$ cat config.mk
export PLATFORM = sky130hd
export DESIGN_NAME = softmax_normalizer
export DESIGN_NICKNAME = d
export VERILOG_FILES = /design/src/rtl/softmax_normalizer.sv
export SDC_FILE = /design/constraint.sdc
export NUM_CORES = 2
export LEC_CHECK = 0
export BUFFER_PORTS_ARGS = -buffer_cell sky130_fd_sc_hd__buf_2
export CAP_MARGIN = 10
export CORE_AREA = 5 5 268 532
export CTS_BUF_LIST = sky130_fd_sc_hd__clkbuf_4 sky130_fd_sc_hd__clkbuf_8
export CTS_CLUSTER_SIZE = 30
export DETAILED_ROUTE_END_ITERATION = 12
export DIE_AREA = 0 0 273 537
export PLACE_DENSITY = 0.65
export SLEW_MARGIN = 10
export SYNTH_ARGS = -nofsm -noshare
export SYNTH_HDL_FRONTEND = slang
export SYNTH_SLANG_ARGS = --single-unit
$ cat constraint.sdc
create_clock -name clk -period 9 [get_ports clk]
set_input_delay 0.9 -clock clk [delete_from_list [all_inputs] [get_ports clk]]
set_output_delay 0.9 -clock clk [all_outputs]
set_load 0.02 [all_outputs]
$ cat src/rtl/softmax_normalizer.sv
// ---------------------------------------------------------------------------
// softmax_normalizer
//   Final stage of the softmax datapath. Buffers the exponentials of one
//   vector while the reciprocal of their sum is computed upstream. Once the
//   reciprocal is valid, every buffered exponential is multiplied by it and
//   the clamped Q5.11 probabilities stream out one per cycle.
//
// Ports:
//   clk            clock, rising edge
//   arst           asynchronous active-high reset
//   i_clear        synchronous abort/restart (drops any sample in that cycle)
//   i_exp_valid    i_exp carries one exponential this cycle
//   i_exp          exponential, signed Q5.11
//   i_num          element count, sampled with the first accepted exponential
//   i_recip_valid  reciprocal valid (only the first valid cycle is used)
//   i_recip        reciprocal of the exponential sum, signed Q5.11
//   o_out          normalized probability, Q5.11, clamped to [0, 0x7FFF]
//   o_valid        o_out valid
//   o_last         final element of the vector
//   o_busy         vector in progress
//   o_err          sticky error (overflowed buffer or sample outside FILL)
//
// Optional feature:
//   SOFTMAX_NORM_ROUND_EN  round half up before the fractional shift;
//                          undefined gives plain truncation. Same latency.
// ---------------------------------------------------------------------------
module softmax_normalizer #(
  parameter int DWIDTH   = 16,
  parameter int FRAC_BIT = 11,
  parameter int CNT_BIT  = 16,
  parameter int DEPTH    = 64,
  parameter int ADDR_BIT = 6
) (
  input  logic                clk,
  input  logic                arst,
  input  logic                i_clear,
  input  logic                i_exp_valid,
  input  logic [DWIDTH-1:0]   i_exp,
  input  logic [CNT_BIT-1:0]  i_num,
  input  logic                i_recip_valid,
  input  logic [DWIDTH-1:0]   i_recip,
  output logic [DWIDTH-1:0]   o_out,
  output logic                o_valid,
  output logic                o_last,
  output logic                o_busy,
  output logic                o_err
);

  localparam int PW = 2 * DWIDTH;
  localparam logic signed [PW-1:0] SAT_MAX = PW'((2 ** (DWIDTH - 1)) - 1);
  localparam logic [CNT_BIT-1:0]   DEPTH_C = CNT_BIT'(DEPTH);

  typedef enum logic [1:0] {S_IDLE, S_FILL, S_WAIT_RECIP, S_DRAIN} state_t;

  state_t state, state_nxt;

  logic [CNT_BIT-1:0] num_q, wr_cnt, rd_ptr, drain_n;
  logic [DWIDTH-1:0]  recip_q, rd_data, sat_result;
  logic               rd_v, rd_last;
  logic [DWIDTH-1:0]  mem [DEPTH];

  logic                accept_first, fill_wr, overflow_wr, wr_en;
  logic                start_drain, rd_en, late_exp;
  logic [ADDR_BIT-1:0] wr_addr;
  logic signed [PW-1:0] prod, prod_adj, shifted;

  // NOTE: every signal written in an always_comb gets a default first, so no
  // path leaves it unassigned and no latch is inferred.
  always_comb begin
    accept_first = (state == S_IDLE) && i_exp_valid && (i_num != '0);
    fill_wr      = (state == S_FILL) && i_exp_valid;
    overflow_wr  = fill_wr && (wr_cnt >= DEPTH_C);
    wr_en        = !i_clear && (accept_first || (fill_wr && !overflow_wr));
    wr_addr      = (state == S_IDLE) ? '0 : wr_cnt[ADDR_BIT-1:0];
    start_drain  = (state == S_WAIT_RECIP) && i_recip_valid;
    // Vectors longer than the buffer drain only what was stored.
    drain_n      = (num_q > DEPTH_C) ? DEPTH_C : num_q;
    // The first read is issued in the same cycle the reciprocal arrives so
    // the first product is ready two cycles later.
    rd_en        = (start_drain || (state == S_DRAIN)) && (rd_ptr < drain_n);
    late_exp     = i_exp_valid && ((state == S_WAIT_RECIP) || (state == S_DRAIN));
  end

  // Signed product, optional rounding, arithmetic shift, clamp to [0, MAX].
  always_comb begin
    prod = PW'($signed(rd_data)) * PW'($signed(recip_q));
`ifdef SOFTMAX_NORM_ROUND_EN
    prod_adj = prod + (PW'(1) <<< (FRAC_BIT - 1));
`else
    prod_adj = prod;
`endif
    shifted = prod_adj >>> FRAC_BIT;
    if (shifted < 0)            sat_result = '0;
    else if (shifted > SAT_MAX) sat_result = SAT_MAX[DWIDTH-1:0];
    else                        sat_result = shifted[DWIDTH-1:0];
  end

  // State register.
  always_ff @(posedge clk or posedge arst) begin
    if (arst) state <= S_IDLE;
    else      state <= state_nxt;
  end

  // Next-state logic.
  always_comb begin
    state_nxt = state;
    if (i_clear) begin
      state_nxt = S_IDLE;
    end else begin
      unique case (state)
        S_IDLE:       if (accept_first)
                        state_nxt = (i_num == CNT_BIT'(1)) ? S_WAIT_RECIP : S_FILL;
        S_FILL:       if (i_exp_valid && (wr_cnt + CNT_BIT'(1) == num_q))
                        state_nxt = S_WAIT_RECIP;
        S_WAIT_RECIP: if (i_recip_valid) state_nxt = S_DRAIN;
        S_DRAIN:      if (o_valid && o_last) state_nxt = S_IDLE;
        default:      state_nxt = S_IDLE;
      endcase
    end
  end

  // NOTE: sequential state uses non-blocking assignments only, so every
  // register samples values from before the clock edge.
  always_ff @(posedge clk or posedge arst) begin
    if (arst) begin
      num_q   <= '0;
      wr_cnt  <= '0;
      rd_ptr  <= '0;
      recip_q <= '0;
      rd_v    <= 1'b0;
      rd_last <= 1'b0;
      o_valid <= 1'b0;
      o_last  <= 1'b0;
      o_out   <= '0;
      o_err   <= 1'b0;
    end else if (i_clear) begin
      num_q   <= '0;
      wr_cnt  <= '0;
      rd_ptr  <= '0;
      recip_q <= '0;
      rd_v    <= 1'b0;
      rd_last <= 1'b0;
      o_valid <= 1'b0;
      o_last  <= 1'b0;
      o_out   <= '0;
      o_err   <= 1'b0;
    end else begin
      if (accept_first) begin
        num_q  <= i_num;
        wr_cnt <= CNT_BIT'(1);
      end else if (fill_wr) begin
        wr_cnt <= wr_cnt + CNT_BIT'(1);
      end
      if (accept_first)  rd_ptr <= '0;
      else if (rd_en)    rd_ptr <= rd_ptr + CNT_BIT'(1);
      if (start_drain)   recip_q <= i_recip;
      rd_v    <= rd_en;
      rd_last <= rd_en && (rd_ptr == drain_n - CNT_BIT'(1));
      o_valid <= rd_v;
      o_last  <= rd_v && rd_last;
      o_out   <= rd_v ? sat_result : '0;
      if (overflow_wr || late_exp) o_err <= 1'b1;
    end
  end

  // NOTE: the buffer and its read register carry no reset; their contents
  // are only consumed after being written, and omitting the reset lets the
  // array map onto RAM.
  always_ff @(posedge clk) begin
    if (wr_en) mem[wr_addr] <= i_exp;
    if (rd_en) rd_data <= mem[rd_ptr[ADDR_BIT-1:0]];
  end

  assign o_busy = (state != S_IDLE);

endmodule
Word-level counts from Yosys, hierarchy flattened
Memory sizes are Yosys's and may differ from the RTL's. A register that Yosys moved wholly into a read port is not among the register bits.
Cells that the tools add are included.
{ "word_totals": {"register_bits": 87, "latch_bits": 0, "ramBits": 1024, "mem_bits_ro": 0, "in_bits": 53, "output_inout_bits": 20, "wordCells": 90, "n_memories": 1} }
{ "memory_table": {"columns": ["name", "words", "width", "read_ports", "rd_clocked_by_memory_dff", "write_ports", "line", "rtl"], "rows": [
  ["mem", 64, 16, 1, 1, 1, "60", "logic [DWIDTH-1:0] mem [DEPTH];"]
]} }
{ "op_classes": {"addsub": 3, "n_mul": 1, "div_mod_pow": 0, "order_cmp": 5, "eq_ne": 10, "shifts": 0, "n_mux": 31, "bitwise": 0, "n_reduce_logical": 28} }
{ "ops": {"columns": ["op", "count"], "rows": [
  ["two-way mux 16 bit", 15],
  ["adder 16 x 1 -> 16 bit (second input constant)", 2],
  ["equality test 16 bit", 2],
  ["multiplier 16 x 16 -> 32 bit", 1],
  ["> comparator 21 x 16 -> 1 bit (second input constant)", 1],
  ["< comparator 21 x 1 -> 1 bit (second input constant)", 1],
  ["equality test 16 x 1 -> 1 bit (second input constant)", 1],
  [">= comparator 16 x 7 -> 1 bit (second input constant)", 1],
  ["> comparator 16 x 7 -> 1 bit (second input constant)", 1],
  ["< comparator 16 bit", 1],
  ["nonzero test 16 bit", 1],
  ["subtractor 16 x 1 -> 16 bit (second input constant)", 1],
  ["logical AND 1 bit", 13],
  ["two-way mux 2 bit", 6],
  ["two-way mux 1 bit", 8],
  ["one-hot mux 2 bit (4 select lines)", 1],
  ["nonzero test 2 bit", 4],
  ["two-way mux 6 bit", 1],
  ["inequality test 3 x 2 -> 1 bit (second input constant)", 2],
  ["inequality test 3 bit (second input constant)", 2],
  ["nonzero test 3 bit", 2],
  ["equality test 2 bit (second input constant)", 2],
  ["logical OR 1 bit", 4],
  ["AND reduction 4 bit", 1],
  ["other kinds (3)", 4]
]} }

Depth between registers and ports, before layout
{ "depth": {"ltp_word": 9, "ltp_mapped": 26, "depth_no_buf": 22} }

Least setup slack after synthesis
Ideal clock, no wire load.
{ "synth_path": {"path_kind": "register to register", "from": "register recip_q[1]", "to": "register o_out[10]", "setup_time_ns": 0.137, "t_arrival_ns": 6.652, "required_ns": 8.863, "setup_slack_ns": 2.211, "path_stages_with_launch": 22, "n_path_buf": 2, "synth_period_minus_slack_ns": 6.789, "path_cell_list": "dfrtp_1 clkbuf_1 nand2_1 inv_1 fa_1 fa_1 inv_1 fa_1 fa_1 fa_1 fa_1 inv_1 ha_1 and4_1 a221oi_2 a31oi_1 a2111oi_2 o21bai_1 and4_1 nor4_2 buf_2 a21oi_1"} }
{ "synth_between": {"elab_chain_len": 6, "word_cells_on_any_way": 7, "classes_between": "mul (1); order compare (2); mux (4)"} }
{ "synth_rtl": {"columns": ["item", "line", "rtl"], "rows": [
  ["from (decl)", "58", "logic [DWIDTH-1:0] recip_q, rd_data, sat_result;"],
  ["from (signal assigned)", "156", "if (start_drain) recip_q <= i_recip;"],
  ["multiplier 16 x 16 -> 32 bit *", "86", "prod = PW'($signed(rd_data)) * PW'($signed(recip_q));"],
  ["> comparator 21 x 16 -> 1 bit", "94", "else if (shifted > SAT_MAX) sat_result = SAT_MAX[DWIDTH-1:0];"],
  ["two-way mux 16 bit", "94", null],
  ["two-way mux 16 bit *", "93", "if (shifted < 0) sat_result = '0;"],
  ["two-way mux 16 bit *", "161", "o_out <= rd_v ? sat_result : '0;"],
  ["two-way mux 16 bit *", "136", "end else if (i_clear) begin"],
  ["to (signal assigned)", "161", null],
  ["to (decl)", "42", "output logic [DWIDTH-1:0] o_out,"]
]} }
Every way passes the cells marked *; elsewhere a longest branch is shown, timed or not.
A chain may end at the register's enable or synchronous reset.

Worst setup path after layout
{ "layout_path": {"from": "register recip_q[1]", "to": "register o_out[13]"} }
Same word-level chain as after synthesis.

==> impl_summary.txt <==
----------------------------------------------------
[STA]
  RSZ-0062 raised after global routing ... no
  Setup-violating endpoint count in the final report ... 0
  Pin slew with the least headroom to its limit ... 1320 ps
  Final period demand of the worst path ... 7770 ps
  Highest Clock Rate ... 0.129 GHz
  Max-slew headroom ... 11.5%
  Hold Slack ... 79.5 ps
  Endpoints failing hold ... 0
  Final max-slew violation count ... 0
  Final critical-path share of the clock period ... 86.3%
  Max Clock Skew ... 51.8 ps
  Total negative slack ... 0 ps

[Global routing]
  Pin count of the biggest net entering global routing ... 107
  Via count of the first global-routing pass ... 32800
  GRT Resource Usage Total ... 18.2%
  Final global-route overflow total ... 0
  Antenna violations before repair ... 3
  Global-route wire length before repair ... 201000 µm

[Finish]
  Layout cell share with drive strength beyond 1 ... 15.5%
  Final cell count without fillers ... 5790
  Number of nets in the final layout ... 4239
  Fillers ... 12200
  Layout overhead on the synthesized area ... 10.6%
  Utilization after layout ... 44.0%

[Setup path]
  Worst Setup Start Kind ... flip-flop
  Startpoint of the lowest-slack register-to-register path ... recip_q[1]
  Signal arrival time at the worst endpoint ... 8400 ps
  Endpoint of the worst register-to-register path ... o_out[13]
  Worst Setup EP ... o_out[13]
  CP startpoint ... recip_q[1]
  Crit path max fanout ... 17
  Critical Path End Type ... flip-flop
  Worst Path Class, Setup ... flip-flop to flip-flop
  Reg2Reg Setup Slack ... 1230 ps
  Required time at the endpoint of the critical path ... 9630 ps
  Depth of the worst register-to-register path ... 19

[Pwr]
  Worst vdd ir ... 0.137 mV
  Net switching power of the design ... 3350 µW
  Switching Fraction ... 28.0%
  Power density of the placed cells ... 197 mW/mm²
  Part of the power in registers ... 49.7%
  Clk network pwr share ... 33.2%
  Internal power ... 8630 µW
  Static Leak ... 0.0212 µW
  Comb pwr share ... 17.2%

[Routing]
  DR iter-0 viols ... 1974
  Antenna viol nets, final ... 0
  Avg Vias per Cell ... 5.34
  Detailed-route via count ... 30900
  Routed wirelength normalized by instance count ... 23.3 µm
  DRT Pass-1 Iters ... 6
  DRC violations left ... 0
  Total routed wirelength ... 135000 µm

[Yosys]
  Top cells by area in the synthesized netlist ... sky130_fd_sc_hd__edfxtp_1 57%, sky130_fd_sc_hd__fa_1 9.5%, sky130_fd_sc_hd__mux4_2 5.3%, sky130_fd_sc_hd__mux2i_1 4.1%, sky130_fd_sc_hd__dfrtp_1 4.0%
  Flop and latch count out of synthesis ... 1127
  Area share of the largest cell type after synthesis ... 57.0%
  Commonest cells in the netlist ... 1040 x sky130_fd_sc_hd__edfxtp_1, 319 x sky130_fd_sc_hd__inv_1, 302 x sky130_fd_sc_hd__nand2_1
  Count leader, synth ... sky130_fd_sc_hd__edfxtp_1
  Library cells used by synthesis ... 75
  Mapped Area ... 0.0548 mm²
  Number of enable-type register cells in the synthesized netlist ... 1040
  Async set or reset register ratio after synthesis ... 7.72%
  Leading area contributor after synthesis ... sky130_fd_sc_hd__edfxtp_1
  Yosys Warn Count ... 0
  Post-synthesis instance total ... 3679
  Part of the Yosys area used for sequential elements ... 60.9%
  Average footprint of a synthesized cell ... 14.9 µm²
  Prevailing post-synth register cell ... sky130_fd_sc_hd__edfxtp_1

[Floorplan]
  Die area ... 0.147 mm²
  Initial Utilization ... 39.8%
  Site Rows ... 193
  Die Height ... 537 µm
  Die boundary width ... 273 µm
  Core region area ... 0.138 mm²
  Top-level I/O count ... 73

[Min path]
  Hold WC Path Type ... input port to asynchronous set/reset pin

[Clock network]
  Clock latency at the later pin of the worst-skew pair ... 850 ps
  CTS tree ... yes
  CTS Buf Count ... 152
  Clock input transition at the sequential cells of the worst setup and hold paths ... 70 ps
  Root Buffer Master ... sky130_fd_sc_hd__clkbuf_8
  Resized Gates After CTS ... 0
  Number of sinks driven by the clock tree ... 1127
  CTS hold repair buffers ... 0
  Depth of the CTS H-tree ... 4
  Clock buffer depth ... 3
  Post-CTS setup buffer count ... 0

[Place]
  Weighted congestion reported at the end of routability-driven placement ... 0.897
  Quantity of I/O buffers inserted on ports ... 72
  Final HPWL DP ... 94700 µm
  Placed cells ... 5520

[Job]
  Number of violations of the max-capacitance limit ... 0

[Status]
  Outcome ... complete, no violations

----------------------------------------------------
[worst max-delay path: stages, from the launching register on]
cell and delay [ps]:
sky130_fd_sc_hd__dfrtp_1 720, sky130_fd_sc_hd__nand2_1 190, sky130_fd_sc_hd__inv_1 160, sky130_fd_sc_hd__fa_1 560, sky130_fd_sc_hd__fa_1 850, sky130_fd_sc_hd__inv_1 210
sky130_fd_sc_hd__fa_1 520, sky130_fd_sc_hd__fa_1 560, sky130_fd_sc_hd__fa_1 430, sky130_fd_sc_hd__fa_1 490, sky130_fd_sc_hd__inv_1 40, sky130_fd_sc_hd__ha_1 360
sky130_fd_sc_hd__and4_1 250, sky130_fd_sc_hd__a221oi_2 290, sky130_fd_sc_hd__a31oi_1 130, sky130_fd_sc_hd__a2111oi_2 360, sky130_fd_sc_hd__o21bai_1 130, sky130_fd_sc_hd__and4_1 220
sky130_fd_sc_hd__nor4_2 990, sky130_fd_sc_hd__a21oi_1 100
[metal layers]
layer	track usage, %	wire (µm)	up-vias
met4	10.4	8830	4
li1	-	-	13800
met2	36.1	77100	877
met5	0	27	-
met1	17.9	43800	15900
met3	2.36	5070	318
[sequential cells by signal (all words and copies together) (netlist names)]
name,cells
recip_q,16
rd_last,1
o_last,1
o_out,16
o_err,1
wr_cnt,16
rd_ptr,16
mem,1024
rd_data,16
o_valid,1
num_q,16
state,2
rd_v,1
[cell usage in the layout, fill, tap and decap left out, types with 122 or more instances in the layout]
cell type and instances:
sky130_fd_sc_hd__nand2_1 301, sky130_fd_sc_hd__inv_1 318, sky130_fd_sc_hd__edfxtp_1 1040, sky130_fd_sc_hd__mux2i_1 225, sky130_fd_sc_hd__nor2_1 150, sky130_fd_sc_hd__fa_1 261, sky130_fd_sc_hd__and2_1 122, sky130_fd_sc_hd__mux4_2 128
sky130_fd_sc_hd__a21oi_1 140, sky130_fd_sc_hd__clkbuf_8 155
[worst min-delay path by stage]
stage / slack (ps) / to / startpoint / cells past startpoint
finish: 80 / rd_ptr[8] / arst / 2
global route: 80 / rd_ptr[8] / arst / 2
CTS: 40 / rd_ptr[8] / arst / 2
detailed placement: 480 / o_err / o_err / 2
global placement: 480 / o_err / o_err / 2
floorplan: 430 / o_last / rd_last / 1
[area by class of cell]
type	count	area [µm²]	share of cell area, %
antenna	1	2.50	0.00413
clock buffer	194	2430	4.00
clock inverter	75	651	1.07
inverter	319	1200	1.98
multi-input combinational	2050	19500	32.1
sequential	1127	33400	55.1
tap	1852	2320	3.82
timing repair buffer	172	1140	1.88
[power by group through the flow]
stage	registers, µW	clock network (µW)	logic, µW
floorplan	5960	0	1480
global placement	6050	0	2030
detailed placement	6060	0	2070
CTS	5950	4080	2080
global route	5950	4290	2280
finish	5950	3980	2050
[cell families (layout without fill, tap and decap cells)]
kind of cell             Yosys count  in the layout  share of synthesized area (%)
buffers and inverters            510            760                           3.59
adder cells (fa/ha/maj)          364            364                           11.9
other                              2             11                         0.0137
AO/OA/AOI/OAI                    480            480                           5.84
XOR/XNOR                          69             69                           1.10
multiplexers                     403            403                           10.4
AND/OR/NAND/NOR                  724            724                           6.25
flip-flops                      1127           1127                           60.9
[stage by stage]
stage,area [µm²],setup slack (ps),total power (µW)
2_1_floorplan,54900,2210,7450
3_3_place_gp,57600,1470,8090
3_5_place_dp,57600,1310,8130
4_1_cts,60600,1240,12100
5_1_grt,60700,792,12500
6_report,60700,1230,12000
Power figures use the tool's default switching activity.
